## src/rtl/alu_pkg.sv

```systemverilog
// Shared types and elaboration helpers for the ALU add/subtract datapath.
// Opcode encoding matches the i_op field driven by the ALU operand registers.
package alu_pkg;

    typedef enum logic [1:0] {
        OP_ADD = 2'b00,
        OP_SUB = 2'b01,
        OP_ADC = 2'b10,
        OP_SBB = 2'b11
    } addsub_op_t;

    // Pipeline depth: one lookahead group is resolved per stage.
    function automatic int calc_nstg(input int bits, input int group);
        return bits / group;
    endfunction

endpackage

```

## src/rtl/cla_group.sv

```systemverilog
// Combinational GROUP-bit carry-lookahead group; all internal carries are
// expanded directly from generate/propagate terms and the group carry-in.
module cla_group #(
    parameter int GROUP = 4
) (
    input  logic [GROUP-1:0] a,
    input  logic [GROUP-1:0] b,
    input  logic             cin,
    output logic [GROUP-1:0] sum,
    output logic             cout,
    output logic             c_msb_in
);

    logic [GROUP-1:0] gen;
    logic [GROUP-1:0] prop;
    logic [GROUP:0]   carry;
    logic             prod;

    always_comb begin
        gen      = a & b;
        prop     = a ^ b;
        carry    = '0;
        prod     = 1'b0;
        carry[0] = cin;
        // c[i+1] = g[i] | p[i]g[i-1] | ... | p[i..0]cin, built as a flat sum of products
        for (int i = 0; i < GROUP; i++) begin
            carry[i+1] = gen[i];
            prod       = prop[i];
            for (int j = i - 1; j >= 0; j--) begin
                carry[i+1] = carry[i+1] | (prod & gen[j]);
                prod       = prod & prop[j];
            end
            carry[i+1] = carry[i+1] | (prod & cin);
        end
        sum      = prop ^ carry[GROUP-1:0];
        cout     = carry[GROUP];
        c_msb_in = carry[GROUP-1];
    end

endmodule

```

## src/rtl/pipelined_cla_addsub.sv

```systemverilog
// Pipelined add/subtract: one lookahead group per stage, operands skewed forward
// and partial results de-skewed so the whole word leaves the last stage together.
module pipelined_cla_addsub
    import alu_pkg::*;
#(
    parameter int BITS  = 8,
    parameter int GROUP = 4
) (
    input  logic            i_clk,
    input  logic            i_reset,
    input  logic            i_valid,
    output logic            o_ready,
    input  logic [BITS-1:0] i_a,
    input  logic [BITS-1:0] i_b,
    input  logic [1:0]      i_op,
    input  logic            i_carry,
    output logic            o_valid,
    input  logic            i_ready,
    output logic [BITS-1:0] o_result,
    output logic            o_cout,
    output logic            o_ovf,
    output logic            o_zero,
    output logic            o_neg
);

    localparam int NSTG = calc_nstg(BITS, GROUP);

    addsub_op_t      op;
    logic [BITS-1:0] b_eff;
    logic            cin;
    logic            en;

    always_comb begin
        op    = addsub_op_t'(i_op);
        b_eff = i_b;
        cin   = 1'b0;
        case (op)
            OP_ADD: cin = 1'b0;
            OP_SUB: begin
                b_eff = ~i_b;
                cin   = 1'b1;
            end
            OP_ADC: cin = i_carry;
            OP_SBB: begin
                b_eff = ~i_b;
                cin   = ~i_carry;
            end
            default: cin = 1'b0;
        endcase
    end

    // Single enable for every stage: bubbles are never squeezed out.
    assign en      = !o_valid || i_ready;
    assign o_ready = en;

    for (genvar k = 0; k < NSTG; k++) begin : g_stg
        localparam int LO = k * GROUP;
        localparam int HI = LO + GROUP;

        logic [BITS-LO-1:0] op_a;
        logic [BITS-LO-1:0] op_b;
        logic               c_in;
        logic               v_in;
        logic [GROUP-1:0]   grp_sum;
        logic               grp_cout;
        logic               grp_cmsb;
        logic [HI-1:0]      res_nxt;
        logic [HI-1:0]      res_d;
        logic [HI-1:0]      res_q;
        logic               valid_d;
        logic               valid_q;
        logic               carry_d;
        logic               carry_q;

        if (k == 0) begin : g_src
            assign op_a    = i_a;
            assign op_b    = b_eff;
            assign c_in    = cin;
            assign v_in    = i_valid;
            assign res_nxt = grp_sum;
        end else begin : g_src
            assign op_a    = g_stg[k-1].g_skew.a_q;
            assign op_b    = g_stg[k-1].g_skew.b_q;
            assign c_in    = g_stg[k-1].carry_q;
            assign v_in    = g_stg[k-1].valid_q;
            assign res_nxt = {grp_sum, g_stg[k-1].res_q};
        end

        cla_group #(
            .GROUP (GROUP)
        ) u_grp (
            .a        (op_a[GROUP-1:0]),
            .b        (op_b[GROUP-1:0]),
            .cin      (c_in),
            .sum      (grp_sum),
            .cout     (grp_cout),
            .c_msb_in (grp_cmsb)
        );

        always_comb begin
            valid_d = valid_q;
            carry_d = carry_q;
            res_d   = res_q;
            if (en) begin
                valid_d = v_in;
                carry_d = grp_cout;
                res_d   = res_nxt;
            end
        end

        always_ff @(posedge i_clk) begin
            if (i_reset) begin
                valid_q <= 1'b0;
                carry_q <= 1'b0;
                res_q   <= '0;
            end else begin
                valid_q <= valid_d;
                carry_q <= carry_d;
                res_q   <= res_d;
            end
        end

        // Operand groups not yet consumed ride forward to the later stages.
        if (k < NSTG - 1) begin : g_skew
            logic [BITS-HI-1:0] a_d;
            logic [BITS-HI-1:0] a_q;
            logic [BITS-HI-1:0] b_d;
            logic [BITS-HI-1:0] b_q;

            always_comb begin
                a_d = a_q;
                b_d = b_q;
                if (en) begin
                    a_d = op_a[BITS-LO-1:GROUP];
                    b_d = op_b[BITS-LO-1:GROUP];
                end
            end

            always_ff @(posedge i_clk) begin
                if (i_reset) begin
                    a_q <= '0;
                    b_q <= '0;
                end else begin
                    a_q <= a_d;
                    b_q <= b_d;
                end
            end
        end

        if (k == NSTG - 1) begin : g_flags
            logic ovf_d;
            logic ovf_q;
            logic zero_d;
            logic zero_q;
            logic neg_d;
            logic neg_q;

            always_comb begin
                ovf_d  = ovf_q;
                zero_d = zero_q;
                neg_d  = neg_q;
                if (en) begin
                    ovf_d  = grp_cout ^ grp_cmsb;
                    zero_d = (res_nxt == '0);
                    neg_d  = res_nxt[BITS-1];
                end
            end

            always_ff @(posedge i_clk) begin
                if (i_reset) begin
                    ovf_q  <= 1'b0;
                    zero_q <= 1'b0;
                    neg_q  <= 1'b0;
                end else begin
                    ovf_q  <= ovf_d;
                    zero_q <= zero_d;
                    neg_q  <= neg_d;
                end
            end
        end
    end

    assign o_valid  = g_stg[NSTG-1].valid_q;
    assign o_result = g_stg[NSTG-1].res_q;
    assign o_cout   = g_stg[NSTG-1].carry_q;
    assign o_ovf    = g_stg[NSTG-1].g_flags.ovf_q;
    assign o_zero   = g_stg[NSTG-1].g_flags.zero_q;
    assign o_neg    = g_stg[NSTG-1].g_flags.neg_q;

endmodule

```

## config.mk

```make
export PLATFORM = sky130hd
export DESIGN_NAME = pipelined_cla_addsub
export DESIGN_NICKNAME = d
export VERILOG_FILES = /design/src/rtl/alu_pkg.sv /design/src/rtl/cla_group.sv /design/src/rtl/pipelined_cla_addsub.sv
export SDC_FILE = /design/constraint.sdc
export NUM_CORES = 1
export LEC_CHECK = 0
export BUFFER_PORTS_ARGS = -buffer_cell sky130_fd_sc_hd__buf_2
export CORE_MARGIN = 2
export CORE_UTILIZATION = 46
export DETAILED_ROUTE_END_ITERATION = 10
export PLACE_DENSITY = 0.74
export SETUP_SLACK_MARGIN = 0.3
export SLEW_MARGIN = 20
export SYNTH_ARGS = -nofsm -noshare
export SYNTH_HDL_FRONTEND = slang
export SYNTH_SLANG_ARGS = --single-unit
```

## constraint.sdc

```tcl
create_clock -name i_clk -period 1.9 [get_ports i_clk]
set_input_delay 0.38 -clock i_clk [delete_from_list [all_inputs] [get_ports i_clk]]
set_output_delay 0.38 -clock i_clk [all_outputs]
set_load 0.005 [all_outputs]
```

# == After elaboration in Yosys (flattened, before gate mapping) ==
# Cells that the tools add are included.
# classes
eq_ne,3
mux,2
bitwise_logic,61
reduce_logical,5
# op_table
op,count
1-bit bitwise AND,32
1-bit OR,20
4-bit bitwise XOR,4
4-bit bitwise AND,2
8-bit zero test,1
8-bit 2-to-1 mux,1
8-bit NOT,1
"2-bit equality test, second input constant",2
1-bit case mux with 4 select lines,1
"2-bit by 1-bit equality test with 1-bit output, second input constant",1
2-bit zero test,1
2-bit OR reduction,1
1-bit zero test,1
1-bit logical OR,1
1-bit NOT,1
1-bit bitwise XOR,1
# totals
reg_bits,27
input_bits,23
out_inout_bits,14
elab_cells,82

# == Longest topological paths before layout ==
# Gate-level depths: netlist of run 1.
# logic_depth
word_depth,9
mapped_depth,7
depth_no_buf,6

# == By module ==
# Synthesis of run 1 repeated with hierarchy kept, for this count alone.
# unflattened
cells_unflattened,159
area_unflattened_um2,1370.1
# by_module_without_submodules
module,n_inst,cells_per_inst,area_per_inst_um2,seq_area_each_um2
pipelined_cla_addsub,1,123,1059.8,520.5
cla_group,2,18,155.1,0.0

# == Least setup slack after synthesis of run 1 ==
# No wires, ideal clock.
# synth_path
kind,input -> register
startpoint,in i_op[0]
endpoint,reg g_stg[0].res_q[3]
setup_ps,62
t_arrival_ps,1789
required_ps,1838
slack_ps,49
stages,7
path_buffers,1
cell_sequence,buf_4 -> xor2_1 -> ha_1 -> nand4b_1 -> o211ai_1 -> a2111o_1 -> nand3_1
# synth_via
elab_chain_cells,9
elab_cells_between_ends,18
classes_between,eq/ne (3); mux (2); bitwise (11); reduce/logical (2)
# synth_rtl
item,line,text
start: declaration,pipelined_cla_addsub.sv:15,"input logic [1:0] i_op,"
2-bit equality test or 2-bit by 1-bit equality test with 1-bit output (tied branches),pipelined_cla_addsub.sv:37,case (op)
2-bit OR reduction (no source line),n/a,
8-bit 2-to-1 mux,n/a,
4-bit bitwise XOR or 4-bit bitwise AND (tied branches),"cla_group.sv:21, cla_group.sv:20",
1-bit bitwise AND (on tied branches),"cla_group.sv:30, cla_group.sv:31",
"1-bit OR, or another cell as far along",cla_group.sv:30,carry[i+1] = carry[i+1] | (prod & gen[j]);
1-bit OR or 1-bit bitwise AND (tied branches),"cla_group.sv:30, cla_group.sv:33",
1-bit OR,cla_group.sv:33,carry[i+1] = carry[i+1] | (prod & cin);
4-bit bitwise XOR (*),cla_group.sv:35,sum = prop ^ carry[GROUP-1:0];
end signal: assignment,pipelined_cla_addsub.sv:119,res_q <= res_d;
end: declaration,pipelined_cla_addsub.sv:69,logic [HI-1:0] res_q;
# Mark *: on every way between the ends. The rest lies on a longest branch, timed or not.
# A chain may end at the register's enable or synchronous reset.

# == Worst setup path after layout of run 1 ==
# layout_path
startpoint,reg g_stg[0].carry_q
endpoint,reg g_stg[1].g_flags.zero_q (netlist: o_zero)
# layout_via
elab_chain_cells,4
elab_cells_between_ends,8
classes_between,bitwise (7); reduce/logical (1)
# layout_rtl
item,line,text
start: declaration,pipelined_cla_addsub.sv:73,logic carry_q;
start signal: assignment,pipelined_cla_addsub.sv:118,carry_q <= carry_d;
1-bit bitwise AND,cla_group.sv:33,
1-bit OR,cla_group.sv:33,
4-bit bitwise XOR (*),cla_group.sv:35,
8-bit zero test (*),pipelined_cla_addsub.sv:164,zero_d = (res_nxt == '0);
end signal: assignment,pipelined_cla_addsub.sv:176,zero_q <= zero_d;
end: declaration,pipelined_cla_addsub.sv:154,logic zero_q;
# Marks and branches as above.

==> flow_summary.json, run 1 <==
{
  "fmax_mhz": 649.2,
  "fin_tns_setup_ns": 0,
  "area_growth_pct": 23.22,
  "syn_nets": 195,
  "period_needed_ns": 1.540,
  "ant_nets": 0,
  "drv_cap": 0,
  "p_total_mw": 1.341,
  "holdWs_ns": 0.2796,
  "vias_per_cell": 5.429,
  "coreArea_um2": 2805,
  "grt_pass1_vias": 1093,
  "min_path_type": "in -> reg",
  "finalWirelength_mm": 2.808,
  "clock_skew_ns": 0.006075,
  "yosys_warnings": 0,
  "seqCellArea_um2": 521.8,
  "grt_pass1_wl_mm": 4.547,
  "slew_violations": 0,
  "antenna_cells": 0,
  "boundaryPins": 37,
  "final_cell_mix": "35 x buf_2, 25 x dfxtp_1, 22 x nand2_1, 17 x nor2_1, 14 x a21oi_1",
  "netlist_instances": 160,
  "start_kind": "flip-flop",
  "fin_nets": 231,
  "start_util": 0.4897,
  "synth_seq_cells": 26,
  "rsz0062_at_grt": "true",
  "hold_buffers": 0,
  "outcome": "complete, but fails checks",
  "grt-ovfl-total": 0,
  "dpl_cell_area_um2": 1622,
  "cts_tree": "built",
  "die_area_um2": 3440,
  "antenna_found_initial": 0,
  "cts.sinks": 26,
  "cp_max_fo": 2,
  "drtPass1Iterations": 7,
  "syn_area_per_cell_um2": 8.586,
  "peakVddDrop_uv": 299.3,
  "ys_seq_area_frac": 0.3789,
  "htreeDepth": 1,
  "gp_congestion": 0.7914,
  "finalHoldViolCount": 0,
  "rows": 19,
  "ys_types": 34,
  "port_buffers": 36,
  "fin_crit_sh": 0.8107,
  "tightestPinTransition_ns": 0.3095,
  "maxSlewHeadroom": 0.7923,
  "syn_area_um2": 1374,
  "final_common_cell": "buf_2",
  "dr.first_iter.drc_count": 40,
  "cts_root_buf": "clkbuf_4",
  "drive_gt1_frac": 0.2769,
  "required_ns": 2.15,
  "cts_buffers": 3,
  "fillers": 246,
  "die_x_um": 58.65,
  "grt_start_max_net_pins": 32,
  "die_h_um": 58.65,
  "worstSkewPairLatency_ns": 0.32,
  "criticalPathCategory": "reg -> reg",
  "wl_per_cell_um": 12.42,
  "routed-via-count": 1227,
  "failed_checks": "DRC",
  "setup_viol": 0,
  "leakagePower_nw": 0.7695,
  "critPathArrivalTime_ns": 1.79,
  "cts.reportedPaths.clkPinSlew_ns": 0.15,
  "dp_hpwl_mm": 2.058,
  "drc": 2,
  "endpoint_kind": "flip-flop",
  "powerDensity_nw_per_um2": 791.9,
  "clock_path_buffers": 2,
  "grt_usage": 0.1727,
  "fin_area_um2": 1693,
  "multi_input_area_um2": 832.0
}
## report_power, final
| part | internal, mW | switching [mW] |
|---|---|---|
| sequential | 0.604 | 0.0310 |
| clock | 0.213 | 0.167 |
| combinational | 0.156 | 0.169 |
## logic make-up (layout without fill, tap and decap cells)
family | count (synthesis) | in the layout | synth area share
simple gates | 57 | 57 | 0.1913
xor+xnor | 13 | 13 | 0.08288
compound gates | 34 | 34 | 0.1630
flops | 26 | 26 | 0.3789
buf+inv | 17 | 52 | 0.05646
mux | 1 | 1 | 0.007286
fa+ha+maj | 12 | 12 | 0.1202
## Yosys cell counts, drive strengths merged
cell | count | share of area
a21oi | 14 | 0.051
nand3b | 4 | 0.022
o211ai | 3 | 0.016
nor2 | 17 | 0.046
a311oi | 1 | 0.0064
o31ai | 1 | 0.0055
a2111o | 1 | 0.0082
nand4b | 1 | 0.0064
nor3 | 4 | 0.015
nor2b | 1 | 0.0046
nand3 | 2 | 0.0073
nor3b | 2 | 0.011
nand4 | 1 | 0.0046
dfxtp | 26 | 0.38
clkinv | 1 | 0.0036
xnor2 | 4 | 0.025
buf | 7 | 0.028
ha | 10 | 0.091
nand2 | 22 | 0.060
and2 | 1 | 0.0046
xor2 | 9 | 0.057
o21ai | 1 | 0.0036
a211oi | 9 | 0.049
fa | 2 | 0.029
mux2i | 1 | 0.0073
clkbuf | 3 | 0.0082
or3 | 1 | 0.0046
a211o | 1 | 0.0064
or4 | 1 | 0.0055
inv | 6 | 0.016
o21bai | 1 | 0.0055
a21o | 2 | 0.011
## what timing repair did
action | CTS | global route
buffers inserted | 1 | 0
resized for setup | 0 | 3
endpoints found under the setup margin | 1 | 2
## state kept, by name, indices dropped and copies added (netlist names)
| signal | cells |
|---|---|
| o_result | 8 |
| g_stg.g_skew.a_q | 4 |
| g_stg.g_skew.b_q | 4 |
| g_stg.res_q | 4 |
| g_stg.carry_q | 1 |
| g_stg.valid_q | 1 |
| o_cout | 1 |
| o_ovf | 1 |
| o_valid | 1 |
| o_zero | 1 |
## metrics by stage
step,util,cells,setup slack (ns)
after floorplan,-,160,0.2048
after global placement,0.5781,221,0.08836
after detailed placement,0.5781,221,0.03849
after CTS,0.5995,226,0.3413
after global routing,0.6035,226,0.2881
final,0.6035,226,0.3597
## worst max-delay path, stage by stage, from the launching register on
cell	delay [ns]
dfxtp_1	0.36
inv_1	0.07
fa_1	0.46
xor2_2	0.19
nand4_1	0.13
o31ai_1	0.24
## final cells by class
cell class | count | area share
Clock buffer | 3 | 0.01330
Tap cell | 31 | 0.02291
Inverter | 7 | 0.01626
Clock inverter | 1 | 0.01774
Multi-Input combinational cell | 117 | 0.4915
Timing Repair Buffer | 41 | 0.1301
Sequential cell | 26 | 0.3082
## metal layers
metal  global-route usage  vias to the layer above  part of all wire
met5                    0                        -                 0
met4              0.07792                        0             0.010
met3              0.01538                        2             0.042
met2               0.3226                       32              0.52
met1               0.1978                      575              0.43
li1                     -                      618                 -
## final timing paths
kind                    startpoint                endpoint  slack, ns  cells past startpoint
hold reg to reg        o_result[2]             o_result[2]       0.46                      2
setup / recovery  g_stg[0].carry_q                  o_zero       0.36                      5
hold / removal              i_a[4]  g_stg[0].g_skew.a_q[0]       0.28                      3
setup reg to reg  g_stg[0].carry_q                  o_zero       0.36                      5
Note: power is estimated with default switching activity, not from simulation.
==> run 2: changes to the inputs <==
--- a/config.mk
+++ b/config.mk
@@ -5,11 +5,12 @@
 export SDC_FILE = /design/constraint.sdc
 export NUM_CORES = 1
 export LEC_CHECK = 0
+export ABC_AREA = 1
 export BUFFER_PORTS_ARGS = -buffer_cell sky130_fd_sc_hd__buf_2
 export CORE_MARGIN = 2
-export CORE_UTILIZATION = 46
+export CORE_UTILIZATION = 52
 export DETAILED_ROUTE_END_ITERATION = 10
-export PLACE_DENSITY = 0.74
+export PLACE_DENSITY = 0.78
 export SETUP_SLACK_MARGIN = 0.3
 export SLEW_MARGIN = 20
 export SYNTH_ARGS = -nofsm -noshare
==> constraint.sdc (replaced) <==
create_clock -name i_clk -period 1.5 [get_ports i_clk]
set_input_delay 0.3 -clock i_clk [delete_from_list [all_inputs] [get_ports i_clk]]
set_output_delay 0.3 -clock i_clk [all_outputs]
set_load 0.005 [all_outputs]
==> run 2 against run 1 <==
Against the previous run:
- the flow finishes with violations (setup timing)
- via count increased by 31%
- critical path depth increased by 3
- sequential cell count unchanged
- critical endpoint unchanged
- combinational power increased by 130%
==> flow_summary.json, run 2 <==
{
  "tightestPinTransition_ns": 0.2681,
  "criticalPathCategory": "reg -> reg",
  "drive_gt1_frac": 0.5229,
  "synth-edff-count": 0,
  "cts_buffers": 3,
  "synth.area.top_cells": "dfxtp_1 36%, ha_1 8.6%, inv_1 7.7%",
  "antenna_found_initial": 0,
  "ys_seq_area_frac": 0.3565,
  "grt_pass1_wl_mm": 5.678,
  "final_common_cell": "buf_2",
  "fin_crit_sh": 1.081,
  "clock_path_buffers": 2,
  "htreeDepth": 1,
  "reg2regPathDepth": 8,
  "grt_usage": 0.2189,
  "critPathArrivalTime_ns": 1.91,
  "yosysMostFrequentCell": "inv_1",
  "clock_skew_ns": 0.009614,
  "fmax_mhz": 616.6,
  "syn_nets": 232,
  "dr.first_iter.drc_count": 78,
  "synth_commonest_cells": "30 x inv_1, 26 x dfxtp_1, 26 x nand2_1",
  "ys.flop_type": "dfxtp_1",
  "rsz0062_at_grt": "true",
  "hold_buffers": 0,
  "fin_nets": 298,
  "yosys_warnings": 0,
  "fin_tns_setup_ns": -0.1219,
  "drc": 0,
  "worstReg2RegEnd": "o_zero",
  "rrSetupSlack_ns": -0.12,
  "die_h_um": 56.99,
  "fin_util": 0.8449,
  "drv_cap": 0,
  "gp_congestion": 0.7452,
  "routed-via-count": 1612,
  "setup_viol": 1,
  "area_growth_pct": 56.81,
  "min_path_type": "in -> reg",
  "timing.rr.start": "g_stg[0].g_skew.b_q[0]",
  "hold_depth": 2,
  "synth_top_area_frac": 0.3565,
  "finalWirelength_mm": 4.579,
  "coreArea_um2": 2710,
  "grt_start_max_net_pins": 17,
  "grt_pass1_vias": 1385,
  "final_cell_mix": "34 x buf_2, 24 x inv_1, 18 x dfxtp_1, 17 x nand2_1, 17 x buf_4",
  "drtPass1Iterations": 4,
  "start_kind": "flip-flop",
  "grt-ovfl-total": 0,
  "ys_types": 27,
  "synthArstFlopShare": 0,
  "rows": 19,
  "period_needed_ns": 1.622,
  "netlist_instances": 197,
  "peakVddDrop_uv": 1083,
  "dp_hpwl_mm": 2.194,
  "cts_root_buf": "clkbuf_4",
  "yosys.area.top_type": "dfxtp_1",
  "boundaryPins": 37,
  "failed_checks": "setup timing",
  "slew_violations": 0,
  "start_util": 0.5388,
  "vias_per_cell": 5.502,
  "synth_seq_cells": 26,
  "fin_ws_ns": -0.1219,
  "leakagePower_nw": 1.153,
  "die_x_um": 56.99,
  "syn_area_um2": 1460,
  "outcome": "complete, but fails checks",
  "cp_max_fo": 2,
  "cts.reportedPaths.clkPinSlew_ns": 0.16,
  "holdPathEnd": "o_valid",
  "syn_area_per_cell_um2": 7.412,
  "powerDensity_nw_per_um2": 906.6,
  "cts.sinks": 26,
  "antenna_cells": 0,
  "worstHoldStart": "i_reset",
  "required_ns": 1.79,
  "wl_per_cell_um": 15.63,
  "finalHoldViolCount": 0,
  "worstSkewPairLatency_ns": 0.34,
  "cts_tree": "built",
  "port_buffers": 36,
  "ant_nets": 0,
  "endpoint_kind": "flip-flop",
  "maxSlewHeadroom": 0.8194,
  "largest_reg_flops": 8,
  "die_area_um2": 3248
}
==> run 2: area by class of cell <==
cell class | count | area (um2)
Multi-Input combinational cell | 131 | 978.4
Sequential cell | 26 | 530.5
Fill cell | 160 | 420.4
Inverter | 32 | 120.1
Clock inverter | 1 | 30.03
Tap cell | 31 | 38.79
Timing Repair Buffer | 69 | 569.3
Clock buffer | 3 | 22.52
==> run 2: metrics by stage <==
stage	hold slack [ns]	power [mW]	cells	worst slack (ns)	area, um2
global placement	0.4402	1.302	271	-0.1253	1780
finish	0.1549	2.076	293	-0.1219	2290
global route	0.1453	2.167	293	-0.2058	2290
CTS	0.1416	1.886	284	-0.06968	2042
floorplan	0.3624	1.146	197	-0.01345	1505
detailed placement	0.4506	1.313	271	-0.1599	1780
==> run 2: critical path, stage by stage, from the launching register on <==
cell     delay [ns]
dfxtp_2        0.38
inv_2          0.04
fa_1           0.57
inv_1          0.06
nor3_2         0.11
nand3_1        0.11
nor2_1         0.10
nand2_1        0.07
a21oi_2        0.13
==> run 2: cells by family (layout without fill, tap and decap cells) <==
| family | after synthesis | in the layout | share of synthesized area |
|---|---|---|---|
| buffers and inverters | 40 | 105 | 0.1148 |
| DFF | 26 | 26 | 0.3565 |
| xor gates and xnor gates | 9 | 9 | 0.05398 |
| adders and majority gates | 12 | 12 | 0.1131 |
| AOI/OAI and AO/OA | 42 | 42 | 0.1525 |
| and+or+nand+nor | 68 | 68 | 0.2091 |
==> run 2: layer usage <==
layer | vias up | share of wire | global-route usage
li1 | 760 | - | -
met4 | 0 | 0.037 | 0.07641
met3 | 22 | 0.051 | 0.03175
met5 | - | 0 | 0
met1 | 766 | 0.39 | 0.2553
met2 | 64 | 0.53 | 0.4056
==> run 2: timing repair <==
| action | in CTS | in global routing |
|---|---|---|
| hold endpoints to repair | 0 | 0 |
| pin swaps | 21 | 26 |
| endpoints found under the setup margin | 11 | 20 |
| setup buffers | 8 | 7 |
| resized for setup | 31 | 46 |
| gates cloned | 1 | 2 |
==> run 2: where the power goes <==
| part | total (mW) | internal, mW | switching [mW] |
|---|---|---|---|
| combinational | 0.752 | 0.373 | 0.379 |
| clock | 0.499 | 0.271 | 0.229 |
| sequential | 0.825 | 0.770 | 0.0548 |
==> run 2: worst max-delay path by stage <==
| stage | start | to | slack, ns | cells after the start |
|---|---|---|---|---|
| 2_1_floorplan | i_op[0] | g_stg[0].res_q[3] | -0.01 | 10 |
| 3_3_place_gp | i_op[0] | g_stg[0].res_q[3] | -0.13 | 11 |
| 3_5_place_dp | i_op[0] | g_stg[0].res_q[3] | -0.16 | 11 |
| 4_1_cts | g_stg[0].carry_q | o_zero | -0.07 | 8 |
| 5_1_grt | g_stg[0].g_skew.b_q[0] | o_zero | -0.21 | 8 |
| 6_report | g_stg[0].g_skew.b_q[0] | o_zero | -0.12 | 8 |
==> run 3: changes to the inputs <==
--- a/config.mk
+++ b/config.mk
@@ -5,10 +5,10 @@
 export SDC_FILE = /design/constraint.sdc
 export NUM_CORES = 1
 export LEC_CHECK = 0
-export ABC_AREA = 1
+export ABC_AREA = 0
 export BUFFER_PORTS_ARGS = -buffer_cell sky130_fd_sc_hd__buf_2
 export CORE_MARGIN = 2
-export CORE_UTILIZATION = 52
+export CORE_UTILIZATION = 51
 export DETAILED_ROUTE_END_ITERATION = 10
 export PLACE_DENSITY = 0.78
 export SETUP_SLACK_MARGIN = 0.3
==> run 3 against run 2 <==
Against the previous run:
- the run now ends clean
- maximum frequency up 18%
- worst hold slack better by 0.028 ns
- clock power down 3%
- critical path type unchanged
- combinational power down 24%
- via count down 20%
- worst setup slack better by 0.24 ns
- clock-buffer cell count unchanged
- critical endpoint unchanged
- critical path depth down 4
- sequential share of layout area up 3.1 points
==> flow_summary.json, run 3 (synthesized netlist as in run 1, its figures left out) <==
{
  "largest_reg_flops": 8,
  "coreArea_um2": 2522,
  "drtPass1Iterations": 4,
  "maxSlewHeadroom": 0.7969,
  "rrSetupSlack_ns": 0.12,
  "cts_buffers": 3,
  "antenna_found_initial": 0,
  "grt_use_met3": 0.03023,
  "final_common_cell": "buf_2",
  "port_buffers": 36,
  "drv_cap": 0,
  "holdWs_ns": 0.1832,
  "setup.worst_path.end": "o_zero",
  "top_usage_layer": "met2",
  "slew_violations": 0,
  "p_total_mw": 1.871,
  "die_area_um2": 3125,
  "fillers": 162,
  "peakVddDrop_uv": 837.0,
  "grt-ovfl-total": 0,
  "routed-via-count": 1286,
  "wl_per_cell_um": 13.99,
  "cts.reportedPaths.clkPinSlew_ns": 0.15,
  "tightestPinTransition_ns": 0.3046,
  "seqCellArea_um2": 536.8,
  "multi_input_area_um2": 987.2,
  "area_growth_pct": 48.72,
  "die_h_um": 55.90,
  "htreeDepth": 1,
  "clock_path_buffers": 2,
  "cts_tree": "built",
  "powerDensity_nw_per_um2": 916.0,
  "rows": 18,
  "fin_util": 0.8100,
  "worstSkewPairLatency_ns": 0.32,
  "vias_per_cell": 5.381,
  "fin_area_um2": 2043,
  "ant_nets": 0,
  "grt_pass1_wl_mm": 5.513,
  "antenna_cells": 0,
  "period_needed_ns": 1.380,
  "timing.rr.start": "g_stg[0].carry_q",
  "finalHoldViolCount": 0,
  "fin_crit_sh": 0.9198,
  "start_kind": "flip-flop",
  "grt_pass1_vias": 1283,
  "hold_buffers": 0,
  "dpl_cell_area_um2": 1739,
  "gr-usage-met2": 0.4150,
  "boundaryPins": 37,
  "cts_root_buf": "clkbuf_4",
  "dp_hpwl_mm": 2.353,
  "worstHoldStart": "i_a[5]",
  "clock_skew_ns": 0.01377,
  "start_util": 0.5446,
  "criticalPathCategory": "reg -> reg",
  "grt_util_met1": 0.2547,
  "dr.first_iter.drc_count": 34,
  "grt_start_max_net_pins": 32,
  "gp_congestion": 0.7723,
  "crit_path_start": "g_stg[0].carry_q",
  "hold_depth": 3,
  "setup_viol": 0,
  "cts.sinks": 26,
  "required_ns": 1.74,
  "final_cell_mix": "32 x buf_2, 19 x nand2_1, 17 x dfxtp_1, 14 x nor2_1, 14 x buf_4",
  "reg2regPathDepth": 4,
  "critPathArrivalTime_ns": 1.62,
  "cp_max_fo": 2,
  "worstReg2RegEnd": "o_zero",
  "rsz0062_at_grt": "true",
  "drc": 0,
  "outcome": "completed",
  "leakagePower_nw": 0.8884,
  "finalWirelength_mm": 3.343,
  "fmax_mhz": 724.8,
  "fin_nets": 245,
  "grt_usage": 0.2175,
  "die_x_um": 55.90,
  "drive_gt1_frac": 0.4737,
  "endpoint_kind": "flip-flop",
  "min_path_type": "in -> reg"
}
run 3: cell types whose count changed in the layout (fill, tap and decap cells not counted), moves of 5 or more:
| cell | previous run | this run |
|---|---|---|
| o21ai_0 | 13 | 0 |
| inv_2 | 8 | 3 |
| a21oi_2 | 9 | 0 |
| nand3_2 | 9 | 0 |
| a21oi_1 | 6 | 12 |
| nand2_2 | 12 | 2 |
| ha_1 | 7 | 2 |
| buf_6 | 11 | 4 |
| a211oi_1 | 0 | 9 |
| inv_1 | 24 | 3 |
| o21ai_1 | 6 | 0 |
run 3: cell type report:
cell class / instances / area share
Clock buffer: 3 / 0.01102
Clock inverter: 1 / 0.01470
Inverter: 7 / 0.01408
Multi-Input combinational cell: 117 / 0.4832
Sequential cell: 26 / 0.2627
Tap cell: 30 / 0.01837
Timing Repair Buffer: 55 / 0.1960
run 3: worst max-delay path, stage by stage, from the launching register on:
cell	delay (ns)
dfxtp_2	0.36
inv_2	0.05
fa_2	0.58
nand4_1	0.11
o31ai_1	0.20
run 3: per-layer routing:
layer | up-vias | wire (um)
met4 | 0 | 49
met3 | 7 | 91
li1 | 648 | -
met1 | 609 | 1412
met5 | - | 0
met2 | 22 | 1790
run 3: power breakdown:
part,switching [mW],internal (mW)
clock,0.213,0.270
combinational,0.269,0.300
sequential,0.0510,0.768
total,0.533,1.34
run 3: metrics by stage:
step           std cells  setup TNS [ns]  worst slack, ns
3_3_place_gp         227         -0.6140          -0.2040
4_1_cts              236               0           0.1394
2_1_floorplan        160         -0.2108          -0.1129
5_1_grt              239               0          0.05550
6_report             239               0           0.1203
3_5_place_dp         227         -0.8080          -0.2398
run 3: worst min-delay path by stage:
stage	end
after floorplan	g_stg[0].valid_q
after global placement	o_result[2]
after detailed placement	o_result[1]
after CTS	g_stg[0].g_skew.a_q[1]
after global routing	g_stg[0].g_skew.a_q[3]
final	g_stg[0].g_skew.a_q[1]
run 3: repair_timing:
action,4_1_cts,5_1_grt
gates cloned,0,1
resized for setup,21,20
buffers inserted,5,2
setup endpoints to repair,13,23
pin swaps,20,13
hold endpoints to repair,0,0
